### src/rtl/bcd_to_binary_seq_if.sv
// Handshake and data bundle for bcd_to_binary_seq.
//   start   : conversion request (sampled only while the converter is idle)
//   bcd_in  : packed BCD digits, digit 0 (ones) in bits [3:0]
//   bin_out : converted binary value, held until the next accepted start
//   busy    : high while converting and during the done cycle
//   done    : one-cycle pulse, bin_out/err valid
//   err     : set with done when any input nibble is above 9
interface bcd_to_binary_seq_if #(
    parameter int unsigned DIGITS = 3,
    parameter int unsigned W      = 10
) ();
    logic                  start;
    logic [4*DIGITS-1:0]   bcd_in;
    logic [W-1:0]          bin_out;
    logic                  busy;
    logic                  done;
    logic                  err;

    // Requester side: issues start/bcd_in, observes the result.
    modport master (
        output start,
        output bcd_in,
        input  bin_out,
        input  busy,
        input  done,
        input  err
    );

    // Converter side.
    modport slave (
        input  start,
        input  bcd_in,
        output bin_out,
        output busy,
        output done,
        output err
    );
endinterface

### src/rtl/bcd_to_binary_seq.sv
// Sequential BCD-to-binary converter (reverse double-dabble).
// Each CONV cycle shifts {bcd, bin} right by one and then subtracts 3 from
// every BCD nibble that is >= 8; after W shifts the binary field holds the
// value and the BCD field has drained to zero.
// Ports:
//   clk   : system clock
//   rst_n : synchronous active-low reset
//   bus   : bcd_to_binary_seq_if.slave (start, bcd_in, bin_out, busy, done, err)
module bcd_to_binary_seq #(
    parameter int unsigned DIGITS = 3,
    parameter int unsigned W      = 10
) (
    input  logic                 clk,
    input  logic                 rst_n,
    bcd_to_binary_seq_if.slave   bus
);

    localparam int unsigned BCD_W = 4 * DIGITS;
    localparam int unsigned R_W   = BCD_W + W;
    localparam int unsigned CNT_W = $clog2(W + 1);

    // Largest decimal value representable with DIGITS digits.
    function automatic longint unsigned max_dec_f(input int unsigned n);
        longint unsigned p;
        p = 64'd1;
        for (int unsigned i = 0; i < n; i++) begin
            p = p * 64'd10;
        end
        return p - 64'd1;
    endfunction

    localparam longint unsigned MAX_DEC = max_dec_f(DIGITS);

    // The binary field must be wide enough for every valid decimal input.
    if (W < 64 && (64'd1 << W) <= MAX_DEC) begin : g_w_too_small
        $error("bcd_to_binary_seq: W too small for DIGITS");
    end

    typedef enum logic [1:0] {
        ST_IDLE = 2'd0,
        ST_CONV = 2'd1,
        ST_DONE = 2'd2
    } state_e;

    state_e              state_q, state_d;
    logic [R_W-1:0]      r_q, r_d;
    logic [CNT_W-1:0]    cnt_q, cnt_d;
    logic [W-1:0]        bin_q, bin_d;
    logic                busy_q, busy_d;
    logic                done_q, done_d;
    logic                err_q, err_d;

    logic [R_W-1:0]      r_shift_c;
    logic [R_W-1:0]      r_corr_c;
    logic                bcd_bad_c;
    logic                last_shift_c;

    // Any input nibble outside 0..9 is flagged as an error at acceptance.
    always_comb begin
        bcd_bad_c = 1'b0;
        for (int i = 0; i < int'(DIGITS); i++) begin
            if (bus.bcd_in[4*i +: 4] > 4'd9) begin
                bcd_bad_c = 1'b1;
            end
        end
    end

    // One reverse double-dabble step: logical right shift, then per-nibble
    // correction of the BCD field applied to the shifted value.
    always_comb begin
        r_shift_c = r_q >> 1;
        r_corr_c  = r_shift_c;
        for (int i = 0; i < int'(DIGITS); i++) begin
            if (r_shift_c[W + 4*i +: 4] >= 4'd8) begin
                r_corr_c[W + 4*i +: 4] = r_shift_c[W + 4*i +: 4] - 4'd3;
            end
        end
    end

    assign last_shift_c = (cnt_q == CNT_W'(W - 1));

    // Next-state and registered-output logic.
    always_comb begin
        state_d = state_q;
        r_d     = r_q;
        cnt_d   = cnt_q;
        bin_d   = bin_q;
        busy_d  = busy_q;
        done_d  = 1'b0;
        err_d   = err_q;

        case (state_q)
            ST_IDLE: begin
                busy_d = 1'b0;
                if (bus.start) begin
                    r_d    = {bus.bcd_in, {W{1'b0}}};
                    cnt_d  = '0;
                    err_d  = 1'b0;
                    busy_d = 1'b1;
                    if (bcd_bad_c) begin
                        // Invalid digit: skip conversion, report at once.
                        err_d   = 1'b1;
                        bin_d   = '0;
                        done_d  = 1'b1;
                        state_d = ST_DONE;
                    end else begin
                        state_d = ST_CONV;
                    end
                end
            end

            ST_CONV: begin
                busy_d = 1'b1;
                r_d    = r_corr_c;
                cnt_d  = cnt_q + CNT_W'(1);
                if (last_shift_c) begin
                    bin_d   = r_corr_c[W-1:0];
                    done_d  = 1'b1;
                    state_d = ST_DONE;
                end
            end

            ST_DONE: begin
                busy_d  = 1'b0;
                state_d = ST_IDLE;
            end

            default: begin
                busy_d  = 1'b0;
                state_d = ST_IDLE;
            end
        endcase
    end

    // State and output registers; reset wins over everything, including
    // an in-flight conversion.
    always_ff @(posedge clk) begin
        if (!rst_n) begin
            state_q <= ST_IDLE;
            r_q     <= '0;
            cnt_q   <= '0;
            bin_q   <= '0;
            busy_q  <= 1'b0;
            done_q  <= 1'b0;
            err_q   <= 1'b0;
        end else begin
            state_q <= state_d;
            r_q     <= r_d;
            cnt_q   <= cnt_d;
            bin_q   <= bin_d;
            busy_q  <= busy_d;
            done_q  <= done_d;
            err_q   <= err_d;
        end
    end

    assign bus.bin_out = bin_q;
    assign bus.busy    = busy_q;
    assign bus.done    = done_q;
    assign bus.err     = err_q;

    // A valid input always drains the BCD field by the final shift.
    bcd_drained_a: assert property (
        @(posedge clk) disable iff (!rst_n)
        (state_q == ST_CONV && last_shift_c) |-> (r_corr_c[R_W-1:W] == '0)
    );

endmodule

### src/flat_wrapper.sv
// flat-port wrapper written by rule: the top's interface ports become plain ports
module bcd_to_binary_seq_flat 
#(
    parameter int unsigned DIGITS = 3,
    parameter int unsigned W      = 10
)
  (clk, rst_n, bus_start, bus_bcd_in, bus_bin_out, bus_busy, bus_done, bus_err);
  bcd_to_binary_seq_if #(.DIGITS(DIGITS), .W(W)) bus_i ();
  input  logic clk;
  input  logic rst_n;
  input wire logic [$bits(bus_i.start)-1:0] bus_start;
  input wire logic [$bits(bus_i.bcd_in)-1:0] bus_bcd_in;
  output wire logic [$bits(bus_i.bin_out)-1:0] bus_bin_out;
  output wire logic [$bits(bus_i.busy)-1:0] bus_busy;
  output wire logic [$bits(bus_i.done)-1:0] bus_done;
  output wire logic [$bits(bus_i.err)-1:0] bus_err;
  assign bus_i.start = bus_start;
  assign bus_i.bcd_in = bus_bcd_in;
  assign bus_bin_out = bus_i.bin_out;
  assign bus_busy = bus_i.busy;
  assign bus_done = bus_i.done;
  assign bus_err = bus_i.err;
  bcd_to_binary_seq #(.DIGITS(DIGITS), .W(W)) u_core (.clk(clk), .rst_n(rst_n), .bus(bus_i));
endmodule
### config.mk
export PLATFORM = sky130hd
export DESIGN_NAME = bcd_to_binary_seq_flat
export DESIGN_NICKNAME = d
export VERILOG_FILES = /design/src/rtl/bcd_to_binary_seq_if.sv /design/src/rtl/bcd_to_binary_seq.sv /design/src/flat_wrapper.sv
export SDC_FILE = /design/constraint.sdc
export NUM_CORES = 1
export LEC_CHECK = 0
export CAP_MARGIN = 15
export CORE_MARGIN = 2
export CORE_UTILIZATION = 40
export CTS_BUF_LIST = sky130_fd_sc_hd__clkbuf_8
export DETAILED_ROUTE_END_ITERATION = 8
export PLACE_DENSITY = 0.73
export SETUP_SLACK_MARGIN = 0.02
export SYNTH_ARGS = -nofsm -noshare
export SYNTH_HDL_FRONTEND = slang
export SYNTH_SLANG_ARGS = --single-unit
### constraint.sdc
create_clock -name clk -period 1.6 [get_ports clk]
set_input_delay 0.32 -clock clk [delete_from_list [all_inputs] [get_ports clk]]
set_output_delay 0.32 -clock clk [all_outputs]
set_load 0.01 [all_outputs]
==> impl_metrics.toml, run 1 <==
[yosys]
ys_types = 34
synthTopCellsByCount = "nand2_1, dfxtp_1, a21boi_1, nand3_1, mux2i_1"
synth_area_um2 = 1860
syn_inst = 209
synth_most_common_cell = "nand2_1"
seq_area_frac_synth = 0.430
synth_async_sr_flop_share = 0
yosys.area.top_type = "dfxtp_1"
synth.top_cell.area_share = 0.430
syn_avg_cell_area_um2 = 8.91
synth-main-ff-cell = "dfxtp_1"
synth-edff-count = 0
yosys-top-cells-area = "dfxtp_1, nand2_1, a21boi_1"
yosys_warnings = 0
ys_seq_elements = 40
synth_nets = 230

[clocking]
clk_pin_slew_ns = 0.08
clock_sinks = 40
numCtsBuffers = 5
clockBufferDepth = 2
ctsHtreeMaxLevel = 2
hold_buffers = 0
cts_root_buf = "clkbuf_8"
cts_tree = "done"
clk_latency_ns = 0.30

[timing]
hold_viol = 0
fmax_ghz = 0.663
slew_violations = 0
setup_violations = 0
finalCritPeriodShare = 0.943
max-slew-margin-rel = 0.784
rsz0062_at_grt = "no"
layout_setup_ws_ns = 0.0908
fin_hold_ws_ns = 0.456
post-route-min-period_ns = 1.51
skew_ns = 0.00737
tightest_slew_ns = 0.324

[floorplan]
num_rows = 24
dieArea_um2 = 5220
fp.dieH_um = 72.2
initial_utilization = 0.422
core_region_area_um2 = 4410
die_w_um = 72.2
io_pins = 28

[placement]
port_buffers = 27
pre_cts_slack_ns = -0.254
placed_cells = 300
gp_congestion = 0.838
dp_hpwl_um = 2730

[grt]
grt_max_degree = 26
grt_overflow = 0
grt_pass1_vias = 1504
grtUsageTotal = 0.166
antenna_found_initial = 0
grt_pass1_wl_um = 6730

[cells_and_area]
drive_gt1_frac = 0.163
multi_input_area_um2 = 946
nets = 278
diodes = 0
final-seq-area_um2 = 803
final_cell_count_no_fill = 310
area_delta_synth_final_pct = 32.0
fillers = 392
final_core_util = 0.557

[setup_path]
cp.arrival_ns = 1.19
path_delay_family = "buffers and inverters"
cp-start-kind = "register"
crit_slowest_cell = "clkdlybuf4s50_1"
crit_buf_inv = 1
path_cells = "clkdlybuf4s50_1"
endpoint_kind = "output port"
worst-setup-path-type = "reg -> out"
slowest_delay_ns = 0.55
crit_fanout = 2
required_ns = 1.28

[drt]
vias = 1587
routed_via_density = 5.12
first_iter_violations = 143
met2_length_um = 1860
maxUsedRoutingLayer = "met4"
ant_nets = 0
drt_wl_total_um = 3930
first_pass_iters = 4
avgRoutedWirePerCell_um = 12.7
drcViolationCount = 0
routedLengthMet1_um = 1820
routed-wl-met3_um = 171

[power]
leakagePower_nw = 0.971
p_total_mw = 2.26
power.density_nw_per_um2 = 919
worst_ir_drop_vdd_uv = 501

[status]
status = "completed"

[hold_path]
hold_path.class = "reg -> reg"

[job]
drv_cap = 0
## path summary, 6_finish.rpt
check	endpoint	startpoint	depth (start not counted)	slack, ns
worst max-delay path	bus_err	u_core.bus.err$_SDFFE_PN0P_	1	0.09
worst min-delay path	u_core.bus.bin_out[3]$_SDFFE_PN0P_	u_core.bus.bin_out[3]$_SDFFE_PN0P_	2	0.46
worst max register to register	u_core.cnt_q[3]$_SDFFE_PN0P_	u_core.state_q[1]$_SDFFE_PN0P_	4	0.16
worst min register to register	u_core.bus.bin_out[3]$_SDFFE_PN0P_	u_core.bus.bin_out[3]$_SDFFE_PN0P_	2	0.46
## registers in the layout, indices dropped and copies added (netlist names)
signal              flops
u_core.cnt_q            4
u_core.bus.err          1
u_core.bus.busy         1
u_core.r_q             21
u_core.state_q          2
u_core.bus.done         1
u_core.bus.bin_out     10
## stage by stage
| stage | TNS, ns | instance area, um^2 |
|---|---|---|
| 3_3_place_gp | -4.93 | 2310 |
| 2_1_floorplan | 0 | 1860 |
| 4_1_cts | 0 | 2430 |
| 5_1_grt | 0 | 2460 |
| 6_report | 0 | 2460 |
| 3_5_place_dp | -4.93 | 2310 |
## what timing repair did
| action | CTS | global route |
|---|---|---|
| buffers inserted | 0 | 1 |
| setup endpoints to repair | 0 | 11 |
| resized for setup | 0 | 9 |
## kinds of logic (layout without fill, tap and decap cells)
logic type | after synthesis | after routing | synth area share
AOI/OAI and AO/OA | 48 | 48 | 0.178
xor gates and xnor gates | 4 | 4 | 0.0188
adders and majority gates | 6 | 6 | 0.0403
buffers and inverters | 20 | 69 | 0.0659
DFF | 40 | 40 | 0.430
muxes | 10 | 10 | 0.0538
and+or+nand+nor | 81 | 81 | 0.213
## cell type report
class	count	area share
tap	52	0.0265
inverter	7	0.0107
timing repair buffer	54	0.204
multi-input combinational	149	0.385
clock buffer	5	0.0280
clock inverter	3	0.0188
sequential	40	0.327
## cell usage in the layout (no fill, tap or decap), types with 4 or more instances in the layout
| master | n |
|---|---|
| nand3_1 | 13 |
| clkdlybuf4s50_1 | 27 |
| a22oi_1 | 7 |
| inv_1 | 7 |
| a21oi_1 | 5 |
| a21boi_1 | 16 |
| ha_1 | 6 |
| o21ai_1 | 4 |
| nor2_1 | 7 |
| mux2i_1 | 10 |
| o211ai_1 | 4 |
| dfxtp_1 | 38 |
| clkbuf_8 | 5 |
| buf_4 | 23 |
| nand2b_1 | 5 |
| nand2_1 | 41 |
## power by group
group | switching, mW | internal (mW)
Clock | 0.376 | 0.469
Sequential | 0.0382 | 1.03
Combinational | 0.158 | 0.186
## layer usage
| metal | up-vias | track usage |
|---|---|---|
| li1 | 807 | - |
| met1 | 730 | 0.204 |
| met2 | 43 | 0.270 |
| met3 | 7 | 0.0458 |
| met4 | 0 | 0.0755 |
| met5 | - | 0 |
Note: power is estimated with default switching activity, not from simulation.
==> run 2: changes to the inputs <==
- SKIP_LAST_GASP: not set -> 1
==> results of run 2 <==
The final DEF is identical to that of run 1; final timing and power are the same.
